--- src/rtl/prog_delay_pkg.sv ---
// Shared helpers for prog_delay_line: width functions, modular ring index and
// the cfg_err cause codes.
package prog_delay_pkg;

    localparam logic [1:0] ERR_NONE = 2'd0;
    localparam logic [1:0] BAD_CH   = 2'd1;
    localparam logic [1:0] CLAMP_LO = 2'd2;
    localparam logic [1:0] CLAMP_HI = 2'd3;

    function automatic int unsigned clog2_min1(input int unsigned n);
        return (n <= 2) ? 1 : $clog2(n);
    endfunction

    // (a - b) mod m for a < m and b <= m; one correction step is enough.
    function automatic int unsigned mod_sub(input int unsigned a, input int unsigned b,
                                            input int unsigned m);
        int signed diff;
        diff = int'(a) - int'(b);
        if (diff < 0) diff = diff + int'(m);
        return unsigned'(diff);
    endfunction

    function automatic logic [1:0] cfg_cause(input int unsigned ch, input int unsigned dly,
                                             input int unsigned n_ch,
                                             input int unsigned max_dly);
        if (ch >= n_ch) return BAD_CH;
        if (dly == 0) return CLAMP_LO;
        if (dly > max_dly) return CLAMP_HI;
        return ERR_NONE;
    endfunction

    function automatic int unsigned clamp_dly(input int unsigned dly, input int unsigned max_dly);
        if (dly == 0) return 1;
        if (dly > max_dly) return max_dly;
        return dly;
    endfunction

endpackage

--- src/rtl/prog_delay_line_chan.sv ---
// One delay channel: {valid, data} ring, delay register, settle counter and output stage.
// Optional per-channel beat counter when DLY_STATS_EN is defined.
module prog_delay_chan
    import prog_delay_pkg::*;
#(
    parameter int unsigned WIDTH         = 8,
    parameter int unsigned MAX_DELAY     = 16,
    parameter int unsigned DEFAULT_DELAY = 1
) (
    input  logic                                 clk_i,
    input  logic                                 rst_i,
    input  logic [clog2_min1(MAX_DELAY)-1:0]     wptr_i,
    input  logic                                 in_valid_i,
    input  logic [WIDTH-1:0]                     in_data_i,
    input  logic                                 cfg_we_i,
    input  logic [$clog2(MAX_DELAY+1)-1:0]       cfg_dly_i,
    output logic                                 out_valid_o,
    output logic [WIDTH-1:0]                     out_data_o,
`ifdef DLY_STATS_EN
    output logic [15:0]                          stat_cnt_o,
`endif
    output logic                                 settling_o
);

    localparam int unsigned PW = clog2_min1(MAX_DELAY);
    localparam int unsigned DW = $clog2(MAX_DELAY + 1);

    logic [MAX_DELAY-1:0] ring_v_q;
    logic [WIDTH-1:0]     ring_d_q [MAX_DELAY];
    logic [DW-1:0]        dly_q;
    logic [DW-1:0]        settle_q;
    logic                 out_v_q;
    logic [WIDTH-1:0]     out_d_q;
    logic [PW-1:0]        rd_idx;

    assign rd_idx = PW'(mod_sub(32'(wptr_i), 32'(dly_q), MAX_DELAY));

    // Output is blanked on the write edge and for the whole settle window so that
    // samples captured under the old delay never surface.
    always_ff @(posedge clk_i) begin
        if (rst_i) begin
            ring_v_q <= '0;
            dly_q    <= DW'(DEFAULT_DELAY);
            settle_q <= '0;
            out_v_q  <= 1'b0;
            out_d_q  <= '0;
        end else begin
            ring_v_q[wptr_i] <= in_valid_i;
            if (cfg_we_i) begin
                dly_q    <= cfg_dly_i;
                settle_q <= cfg_dly_i;
            end else if (settle_q != '0) begin
                settle_q <= settle_q - 1'b1;
            end
            if (cfg_we_i || settle_q != '0) begin
                out_v_q <= 1'b0;
                out_d_q <= '0;
            end else begin
                out_v_q <= ring_v_q[rd_idx];
                out_d_q <= ring_v_q[rd_idx] ? ring_d_q[rd_idx] : '0;
            end
        end
    end

    always_ff @(posedge clk_i) begin
        ring_d_q[wptr_i] <= in_data_i;
    end

    assign out_valid_o = out_v_q;
    assign out_data_o  = out_d_q;
    assign settling_o  = (settle_q != '0);

`ifdef DLY_STATS_EN
    logic [15:0] stat_q;

    always_ff @(posedge clk_i) begin
        if (rst_i || cfg_we_i) begin
            stat_q <= '0;
        end else if (out_v_q && stat_q != 16'hFFFF) begin
            stat_q <= stat_q + 16'd1;
        end
    end

    assign stat_cnt_o = stat_q;
`endif

endmodule

--- src/rtl/prog_delay_line.sv ---
// Multi-channel programmable clock-cycle delay line with a shared ring write pointer.
// Defining DLY_STATS_EN adds the stat_cnt per-channel beat counters.
module prog_delay_line
    import prog_delay_pkg::*;
#(
    parameter int unsigned CH            = 4,
    parameter int unsigned WIDTH         = 8,
    parameter int unsigned MAX_DELAY     = 16,
    parameter int unsigned DEFAULT_DELAY = 1
) (
    input  logic                               clk,
    input  logic                               rst,
    input  logic [CH-1:0]                      in_valid,
    input  logic [CH*WIDTH-1:0]                in_data,
    input  logic                               cfg_we,
    input  logic [clog2_min1(CH)-1:0]          cfg_ch,
    input  logic [$clog2(MAX_DELAY+1)-1:0]     cfg_dly,
    output logic                               cfg_err,
    output logic [CH-1:0]                      out_valid,
    output logic [CH*WIDTH-1:0]                out_data,
`ifdef DLY_STATS_EN
    output logic [CH*16-1:0]                   stat_cnt,
`endif
    output logic [CH-1:0]                      settling
);

    localparam int unsigned PW = clog2_min1(MAX_DELAY);
    localparam int unsigned DW = $clog2(MAX_DELAY + 1);

    logic [PW-1:0] wptr_q, wptr_d;
    logic          cfg_err_q;
    logic [1:0]    cause;
    logic [DW-1:0] dly_eff;
    logic [CH-1:0] chan_we;

    // Explicit wrap so non-power-of-two depths work.
    always_comb begin
        wptr_d = (32'(wptr_q) == MAX_DELAY - 1) ? '0 : wptr_q + 1'b1;
    end

    always_comb begin
        cause   = cfg_cause(32'(cfg_ch), 32'(cfg_dly), CH, MAX_DELAY);
        dly_eff = DW'(clamp_dly(32'(cfg_dly), MAX_DELAY));
        chan_we = '0;
        for (int unsigned c = 0; c < CH; c++) begin
            chan_we[c] = cfg_we && (cause != BAD_CH) && (32'(cfg_ch) == c);
        end
    end

    always_ff @(posedge clk) begin
        if (rst) begin
            wptr_q    <= '0;
            cfg_err_q <= 1'b0;
        end else begin
            wptr_q    <= wptr_d;
            cfg_err_q <= cfg_we && (cause != ERR_NONE);
        end
    end

    assign cfg_err = cfg_err_q;

    for (genvar c = 0; c < CH; c++) begin : g_chan
        prog_delay_chan #(
            .WIDTH        (WIDTH),
            .MAX_DELAY    (MAX_DELAY),
            .DEFAULT_DELAY(DEFAULT_DELAY)
        ) u_chan (
            .clk_i      (clk),
            .rst_i      (rst),
            .wptr_i     (wptr_q),
            .in_valid_i (in_valid[c]),
            .in_data_i  (in_data[c*WIDTH +: WIDTH]),
            .cfg_we_i   (chan_we[c]),
            .cfg_dly_i  (dly_eff),
            .out_valid_o(out_valid[c]),
            .out_data_o (out_data[c*WIDTH +: WIDTH]),
`ifdef DLY_STATS_EN
            .stat_cnt_o (stat_cnt[c*16 +: 16]),
`endif
            .settling_o (settling[c])
        );
    end

endmodule

--- config.mk ---
export PLATFORM = sky130hd
export DESIGN_NAME = prog_delay_line
export DESIGN_NICKNAME = d
export VERILOG_FILES = /design/src/rtl/prog_delay_pkg.sv /design/src/rtl/prog_delay_line_chan.sv /design/src/rtl/prog_delay_line.sv
export SDC_FILE = /design/constraint.sdc
export NUM_CORES = 1
export LEC_CHECK = 0
export BUFFER_PORTS_ARGS = -buffer_cell sky130_fd_sc_hd__buf_2
export CORE_UTILIZATION = 40
export CTS_CLUSTER_SIZE = 40
export DETAILED_ROUTE_END_ITERATION = 16
export PLACE_DENSITY = 0.53
export SYNTH_ARGS = -nofsm -noshare
export SYNTH_HDL_FRONTEND = slang
export SYNTH_SLANG_ARGS = --single-unit
--- constraint.sdc ---
create_clock -name clk -period 6.7 [get_ports clk]
set_input_delay 0.67 -clock clk [delete_from_list [all_inputs] [get_ports clk]]
set_output_delay 0.67 -clock clk [all_outputs]
set_load 0.005 [all_outputs]
**After elaboration in Yosys (flattened, before gate mapping)**

Memory sizes are Yosys's and may differ from the RTL's. A register that Yosys moved wholly into a read port is not among the register bits.
Index checks and enable logic that the tools add are counted.

- Register bits: 113
- RAM bits: 512
- Input bits: 46
- Memories kept: 4

Memory list:

| name | depth | bits a word | read ports | clocked after Yosys merged registers in | wr ports | RTL line | text |
|---|---|---|---|---|---|---|---|
| g_chan[0].u_chan.ring_d_q | 16 | 8 | 1 | 1 | 1 | prog_delay_line_chan.sv:29 | `logic [WIDTH-1:0] ring_d_q [MAX_DELAY];` |
| g_chan[1].u_chan.ring_d_q | 16 | 8 | 1 | 1 | 1 | prog_delay_line_chan.sv:29 |  |
| g_chan[2].u_chan.ring_d_q | 16 | 8 | 1 | 1 | 1 | prog_delay_line_chan.sv:29 |  |
| g_chan[3].u_chan.ring_d_q | 16 | 8 | 1 | 1 | 1 | prog_delay_line_chan.sv:29 |  |

- $add $sub $neg: 13
- Magnitude comparators: 11
- Equal/unequal tests: 5
- Multiplexer cells: 37
- Bitwise logic cells: 4
- Reduce and logical (&&, ||, !) cells: 31

Operators by type and width:

| kind | number |
|---|---|
| $bwmux W16 | 4 |
| $mux W5 | 11 |
| $lt A4 B5 Y1 const B | 5 |
| $lt A6 B1 Y1 const B | 4 |
| $sub A4 B5 Y6 | 4 |
| $add A4 B1 Y4 const B | 5 |
| $reduce_bool A5 Y1 | 4 |
| $sub A5 B1 Y5 const B | 4 |
| $bmux W1 S4 | 4 |
| $mux W4 | 4 |
| $reduce_or A3 Y1 | 4 |
| $reduce_bool A2 Y1 | 5 |
| $reduce_or A2 Y1 | 5 |
| $mux W1 | 9 |
| $mux W2 | 4 |
| $logic_and A1 B1 Y1 | 7 |
| $gt A5 B5 Y1 const B | 1 |
| $logic_not A5 Y1 | 1 |
| $demux W1 S4 | 1 |
| $eq A2 B2 Y1 const B | 2 |
| $eq A4 B4 Y1 const B | 1 |
| $ge A4 B1 Y1 const B | 1 |
| $logic_or A1 B1 Y1 | 4 |
| $not A1 Y1 | 4 |
| other kinds (3) | 3 |

**Logic depth before layout (Yosys ltp)**

- Depth in word-level cells: 10
- Depth in mapped cells: 12
- Mapped depth without buffers: 9

**Hierarchy**

From an unflattened synthesis, not the netlist that was laid out.

- Cell total of the unflattened synthesis: 1584
- Area, all modules: 26183.9 um^2

By module, submodules not included:

| module | times used | cells each | area an instance (um^2) | seq. area each (um^2) |
|---|---|---|---|---|
| prog_delay_chan at g_chan[2].u_chan ... | 2 | 397 | 6501.2 | 4524.3 |
| prog_delay_chan at g_chan[0].u_chan ... | 2 | 378 | 6442.4 | 4524.3 |
| prog_delay_line | 1 | 34 | 296.5 | 100.1 |

**Worst setup path before layout**

Ideal clock, no wire load.

- Path kind: input to register
- Start: input port cfg_dly[2]
- End: register g_chan[0].u_chan.dly_q[0]
- Library setup time: 0.120 ns
- Arrival time: 2.581 ns
- Required time: 6.580 ns
- Path slack: 3.999 ns
- Stages: 7
- Buffers on the path: 1
- Cell sequence: or4_1 inv_1 ha_1 a21bo_2 or3_1 clkbuf_1 a211o_1

- Word-level cells in the longest chain between the ends: 8

Ends and longest elaborated chain:

| what | RTL line | text |
|---|---|---|
| start, declared | prog_delay_line.sv:17 | `input logic [$clog2(MAX_DELAY+1)-1:0] cfg_dly,` |
| $gt A5 B5 Y1 | prog_delay_pkg.sv:28, prog_delay_pkg.sv:34 |  |
| $mux W1 (2 in series) | prog_delay_pkg.sv:28, prog_delay_pkg.sv:34 |  |
| $mux W2 | prog_delay_pkg.sv:29 | `return ERR_NONE;` |
| $mux W2 | prog_delay_pkg.sv:28 | `if (dly > max_dly) return CLAMP_HI;` |
| $ne A2 B1 Y1 | prog_delay_line.sv:46 | `chan_we[c] = cfg_we && (cause != BAD_CH) && (32'(cfg_ch) == c);` |
| $logic_and A1 B1 Y1 (2 in series) | prog_delay_line.sv:46 |  |
| end signal, assigned | prog_delay_line_chan.sv:43 | `dly_q <= DW'(DEFAULT_DELAY);` |
| end signal, assigned | prog_delay_line_chan.sv:50 | `dly_q <= cfg_dly_i;` |
| end, declared | prog_delay_line_chan.sv:30 | `logic [DW-1:0] dly_q;` |

Several ways; a longest one is shown, not always the timed one. The select of a mux whose other input is x is not followed.
A chain may end at the register's enable or synchronous reset.

**Final worst setup path**

- Start: register wptr_q[0]
- End: register g_chan[2].u_chan.out_d_q[4], read port of g_chan[2].u_chan.ring_d_q

- Word-level cells in the longest chain between the ends: 7

Ends and longest elaborated chain:

| what | RTL line | text |
|---|---|---|
| start, declared | prog_delay_line.sv:30 | `logic [PW-1:0] wptr_q, wptr_d;` |
| start signal, assigned | prog_delay_line.sv:55 | `wptr_q <= wptr_d;` |
| $sub A4 B5 Y6 * | prog_delay_pkg.sv:18 | `diff = int'(a) - int'(b);` |
| $lt A6 B1 Y1 or $add A4 B1 Y4 (tied branches) | prog_delay_pkg.sv:19 | `if (diff < 0) diff = diff + int'(m);` |
| $mux W4 * | prog_delay_pkg.sv:19 |  |
| $bmux W1 S4 | prog_delay_line_chan.sv:60 | `out_d_q <= ring_v_q[rd_idx] ? ring_d_q[rd_idx] : '0;` |
| $mux W1 (not written as such) | prog_delay_line_chan.sv:60 |  |
| $not A1 Y1 (no line) | - |  |
| $reduce_or A3 Y1 (no line) | - |  |
| end, declared | prog_delay_line_chan.sv:33 | `logic [WIDTH-1:0] out_d_q;` |

Every way passes the cells marked *; elsewhere a longest branch is shown, timed or not. The select of a mux whose other input is x is not followed.

==> summary.json <==
{
  "floorplanning": {
    "placement_rows": 92,
    "die_x_um": 256,
    "initial_standard_cell_utilization_of_the_core_pct": 40.6,
    "design.die.area_um2": 65300,
    "die_height_um": 256,
    "core_region_area_um2": 63300,
    "ioPinCount": 87
  },
  "synthesis": {
    "synth_async_sr_flop_share_pct": 0,
    "synthesis.instances": 1585,
    "synth_edf_count": 512,
    "synth_area_leaders": "sky130_fd_sc_hd__edfxtp_1, sky130_fd_sc_hd__mux4_2, sky130_fd_sc_hd__dfxtp_1, sky130_fd_sc_hd__mux2i_1, sky130_fd_sc_hd__nand2_1",
    "ys_ff_latch": 653,
    "synth.yosys.seq_area_share_pct": 70.7,
    "number_of_library_cell_types_mapped_by_synthesis": 47,
    "synthXorXnorAreaFrac_pct": 0.817,
    "syn-num-nets": 1657,
    "synth_largest_type_area_fraction_pct": 59.8,
    "synth-simple-area-share_pct": 6.52,
    "yosys_warnings": 0,
    "postSynth.topFlopCell": "sky130_fd_sc_hd__edfxtp_1",
    "proportion_of_synthesized_area_in_mux_cells_pct": 14.7,
    "synth_fa_ha_area_share_pct": 1.38,
    "synth_top_family_by_area": "multiplexers",
    "synth_compound_area_share_pct": 3.47,
    "syn_area_per_cell_um2": 16.2,
    "mappedNetlistArea_um2": 25700,
    "synth_top_area_cell": "sky130_fd_sc_hd__edfxtp_1"
  },
  "cells_and_area": {
    "drive_gt1_share_pct": 21.8,
    "fillers": 5541,
    "multiInputGateArea_um2": 7000,
    "antenna_cells_inserted": 0,
    "finish.net_count": 1751,
    "ff_latch_area_um2": 18200,
    "area_growth_pct": 14.2,
    "final_cell_count_no_fill": 2579
  },
  "sta": {
    "unrepaired_setup_endpoints_after_global_routing": "no",
    "finalWorstPathRequiredPeriod_ns": 3.42,
    "setup-violations-final": 0,
    "worstMarginPinSlew_ns": 0.985,
    "min_period_over_period_pct": 51.0,
    "final-max-slew-violation-count": 0,
    "worst_hold_slack_ns": 0.377,
    "final.setup_skew_ns": 0.0172,
    "tns_ns": 0,
    "timing.final.ws_setup_ns": 3.28,
    "timing_hold_violations_final": 0,
    "max-slew-margin-rel_pct": 34.0,
    "fmaxAchievable_ghz": 0.292
  },
  "global_routing": {
    "grt_antenna_before_repair": 2,
    "grt_max_degree": 58,
    "grtUsageTotal_pct": 19.1,
    "grt_pass1_wl_mm": 92.3,
    "grt.overflow.total": 0,
    "grt_pass1_vias": 14100
  },
  "hold_path": {
    "hold-path-cell-count": 2,
    "worstHoldPathType": "in2reg"
  },
  "detailed_routing": {
    "post-route-drc-count": 0,
    "routed-via-count": 13800,
    "drtAntennaViolNets": 0,
    "dr.pass1.iters": 6,
    "totalWireLength_mm": 61.4,
    "dr.first_iter.drc_count": 1120,
    "drt-wirelength-per-cell_um": 23.8,
    "post_drt_via_cell_ratio": 5.36
  },
  "power_and_ir_drop": {
    "power.density_cell_area_nw_per_um2": 335,
    "post-layout-total-power_mw": 9.85,
    "power.static_leakage_nw": 10.1,
    "peak_ir_drop_on_the_vdd_network_mv": 0.182
  },
  "critical_path": {
    "cp_capture_type": "flip-flop",
    "element_type_at_the_critical_path_start": "flip-flop",
    "worst-endpoint-required_ns": 7.18,
    "worstRegToRegCells": 10,
    "worst-endpoint-arrival_ns": 3.90,
    "worst-setup-path-type": "reg2reg",
    "maximum_net_fanout_on_the_critical_path": 40
  },
  "clocking": {
    "htree_levels": 3,
    "cts.sink_count": 653,
    "cts_setup_buffers": 0,
    "post_cts_resize_count": 0,
    "cts-root-buf": "sky130_fd_sc_hd__clkbuf_16",
    "cts.reportedPaths.clkPinSlew_ns": 0.06,
    "cts_hold_repair.buffers": 0,
    "ctsLongestPathBuffers": 3,
    "clock_latency_ns": 0.59,
    "tritoncts.num_buffers": 67,
    "tritoncts": "done"
  },
  "placement": {
    "post-place-cells": 2456,
    "dpl_worst_slack_ns": 3.28,
    "routabilityCongestion": 0.784,
    "buffer_ports.inserted": 86,
    "dp.final_hpwl_mm": 34.6
  },
  "run": {
    "max_cap_violations": 0
  },
  "status": {
    "outcome": "finished, final reports clean"
  }
}
==> layer usage <==
metal | track usage, % | vias up | routed length, µm | part of all wire (%)
met2 | 30.3 | 312 | 29300 | 48
met4 | 5.89 | 4 | 1260 | 2.1
li1 | - | 6255 | - | -
met5 | 0 | - | 21 | 0.034
met3 | 2.70 | 83 | 2620 | 4.3
met1 | 27.4 | 7167 | 28200 | 46
==> final timing paths <==
| path | from | end | slack, ns |
|---|---|---|---|
| worst max-delay path | wptr_q[0]$_SDFF_PP0_ | g_chan[2].u_chan.out_data_o[4]$_SDFF_PP0_ | 3.28 |
| worst min-delay path | cfg_we | cfg_err$_SDFF_PP0_ | 0.38 |
| worst max register to register | wptr_q[0]$_SDFF_PP0_ | g_chan[2].u_chan.out_data_o[4]$_SDFF_PP0_ | 3.28 |
| worst min register to register | g_chan[2].u_chan.ring_v_q[7]$_SDFFE_PP0P_ | g_chan[2].u_chan.ring_v_q[7]$_SDFFE_PP0P_ | 0.45 |
==> worst max-delay path: stages, from the launching register on <==
cell	delay [ns]
sky130_fd_sc_hd__dfxtp_1	0.36
sky130_fd_sc_hd__inv_1	0.28
sky130_fd_sc_hd__ha_2	0.25
sky130_fd_sc_hd__inv_1	0.05
sky130_fd_sc_hd__fa_2	0.51
sky130_fd_sc_hd__buf_4	0.51
sky130_fd_sc_hd__mux2i_1	0.18
sky130_fd_sc_hd__nand3_1	0.11
sky130_fd_sc_hd__and4_1	0.19
sky130_fd_sc_hd__nand3_1	0.39
sky130_fd_sc_hd__o32ai_1	0.43
==> final cells by class <==
class	count	share of cell area (%)
repair buffers	119	2.32
clock buffers	99	6.79
flip-flops and latches	653	61.9
inverters	41	0.524
multi-input cells	797	23.8
clock inverters	24	0.988
well taps	846	3.60
==> cell families after synthesis <==
kind of cell	after synthesis
xor+xnor	24
compound gates	136
mux	219
fa+ha+maj	26
buf+inv	135
simple gates	392
flops	653
==> per-stage QoR <==
stage                     cell area (µm²)  utilization [%]
after detailed placement            27100             42.8
after CTS                           29400             46.4
final                               29400             46.4
after global routing                29400             46.4
after floorplan                     25700                -
after global placement              27100             42.8
==> synthesized netlist by cell type (27+ instances only) <==
cell type,instances
sky130_fd_sc_hd__nand3_1,40
sky130_fd_sc_hd__clkbuf_1,39
sky130_fd_sc_hd__mux2i_1,91
sky130_fd_sc_hd__a21oi_1,62
sky130_fd_sc_hd__inv_1,41
sky130_fd_sc_hd__dfxtp_1,141
sky130_fd_sc_hd__buf_2,27
sky130_fd_sc_hd__nor2_1,75
sky130_fd_sc_hd__edfxtp_1,512
sky130_fd_sc_hd__o32ai_1,30
sky130_fd_sc_hd__mux4_2,128
sky130_fd_sc_hd__nand2_1,225
==> registers in the layout, indices dropped and copies added, names as in the netlist <==
signal,count
cfg_err,1
g_chan.u_chan.dly_q,16
g_chan.u_chan.out_data_o,32
g_chan.u_chan.out_valid_o,4
g_chan.u_chan.ring_d_q,512
g_chan.u_chan.ring_v_q,64
g_chan.u_chan.settle_q,20
wptr_q,4
==> cell usage in the layout (no fill, tap or decap), types with 4 or more instances in the layout <==
master                        n
sky130_fd_sc_hd__ha_1        18
sky130_fd_sc_hd__clkinv_2     9
sky130_fd_sc_hd__o21ai_0      4
sky130_fd_sc_hd__and2_2       4
sky130_fd_sc_hd__edfxtp_1   512
sky130_fd_sc_hd__o21a_1       7
sky130_fd_sc_hd__nor2b_1      6
sky130_fd_sc_hd__inv_2       12
sky130_fd_sc_hd__o211ai_1     4
sky130_fd_sc_hd__or3_1        7
sky130_fd_sc_hd__inv_1       29
sky130_fd_sc_hd__xnor2_1     11
sky130_fd_sc_hd__a31oi_1     12
sky130_fd_sc_hd__o32ai_1     30
sky130_fd_sc_hd__nor2_1      75
sky130_fd_sc_hd__buf_4       34
sky130_fd_sc_hd__a21o_1       5
sky130_fd_sc_hd__nor3_1       9
sky130_fd_sc_hd__mux2i_1     91
sky130_fd_sc_hd__clkbuf_16   73
sky130_fd_sc_hd__clkbuf_8     7
sky130_fd_sc_hd__nand2_1    225
sky130_fd_sc_hd__a211o_1      4
sky130_fd_sc_hd__a21oi_1     62
sky130_fd_sc_hd__ha_2         4
sky130_fd_sc_hd__buf_2       85
sky130_fd_sc_hd__dfxtp_1    141
sky130_fd_sc_hd__fa_2         4
sky130_fd_sc_hd__nand3_1     40
sky130_fd_sc_hd__clkinv_1     6
sky130_fd_sc_hd__xor2_1       8
sky130_fd_sc_hd__mux4_2     128
sky130_fd_sc_hd__bufinv_16    7
sky130_fd_sc_hd__clkbuf_1    19
sky130_fd_sc_hd__nand4_1      6
==> where the power goes <==
group / leakage (nW) / switching (mW) / internal, mW
Combinational: 3.21 / 0.828 / 0.578
Sequential: 5.80 / 0.0719 / 4.52
Clock: 1.12 / 1.51 / 2.33
Total: 10.1 / 2.41 / 7.43
No activity file was read; power rests on OpenSTA's default activity.
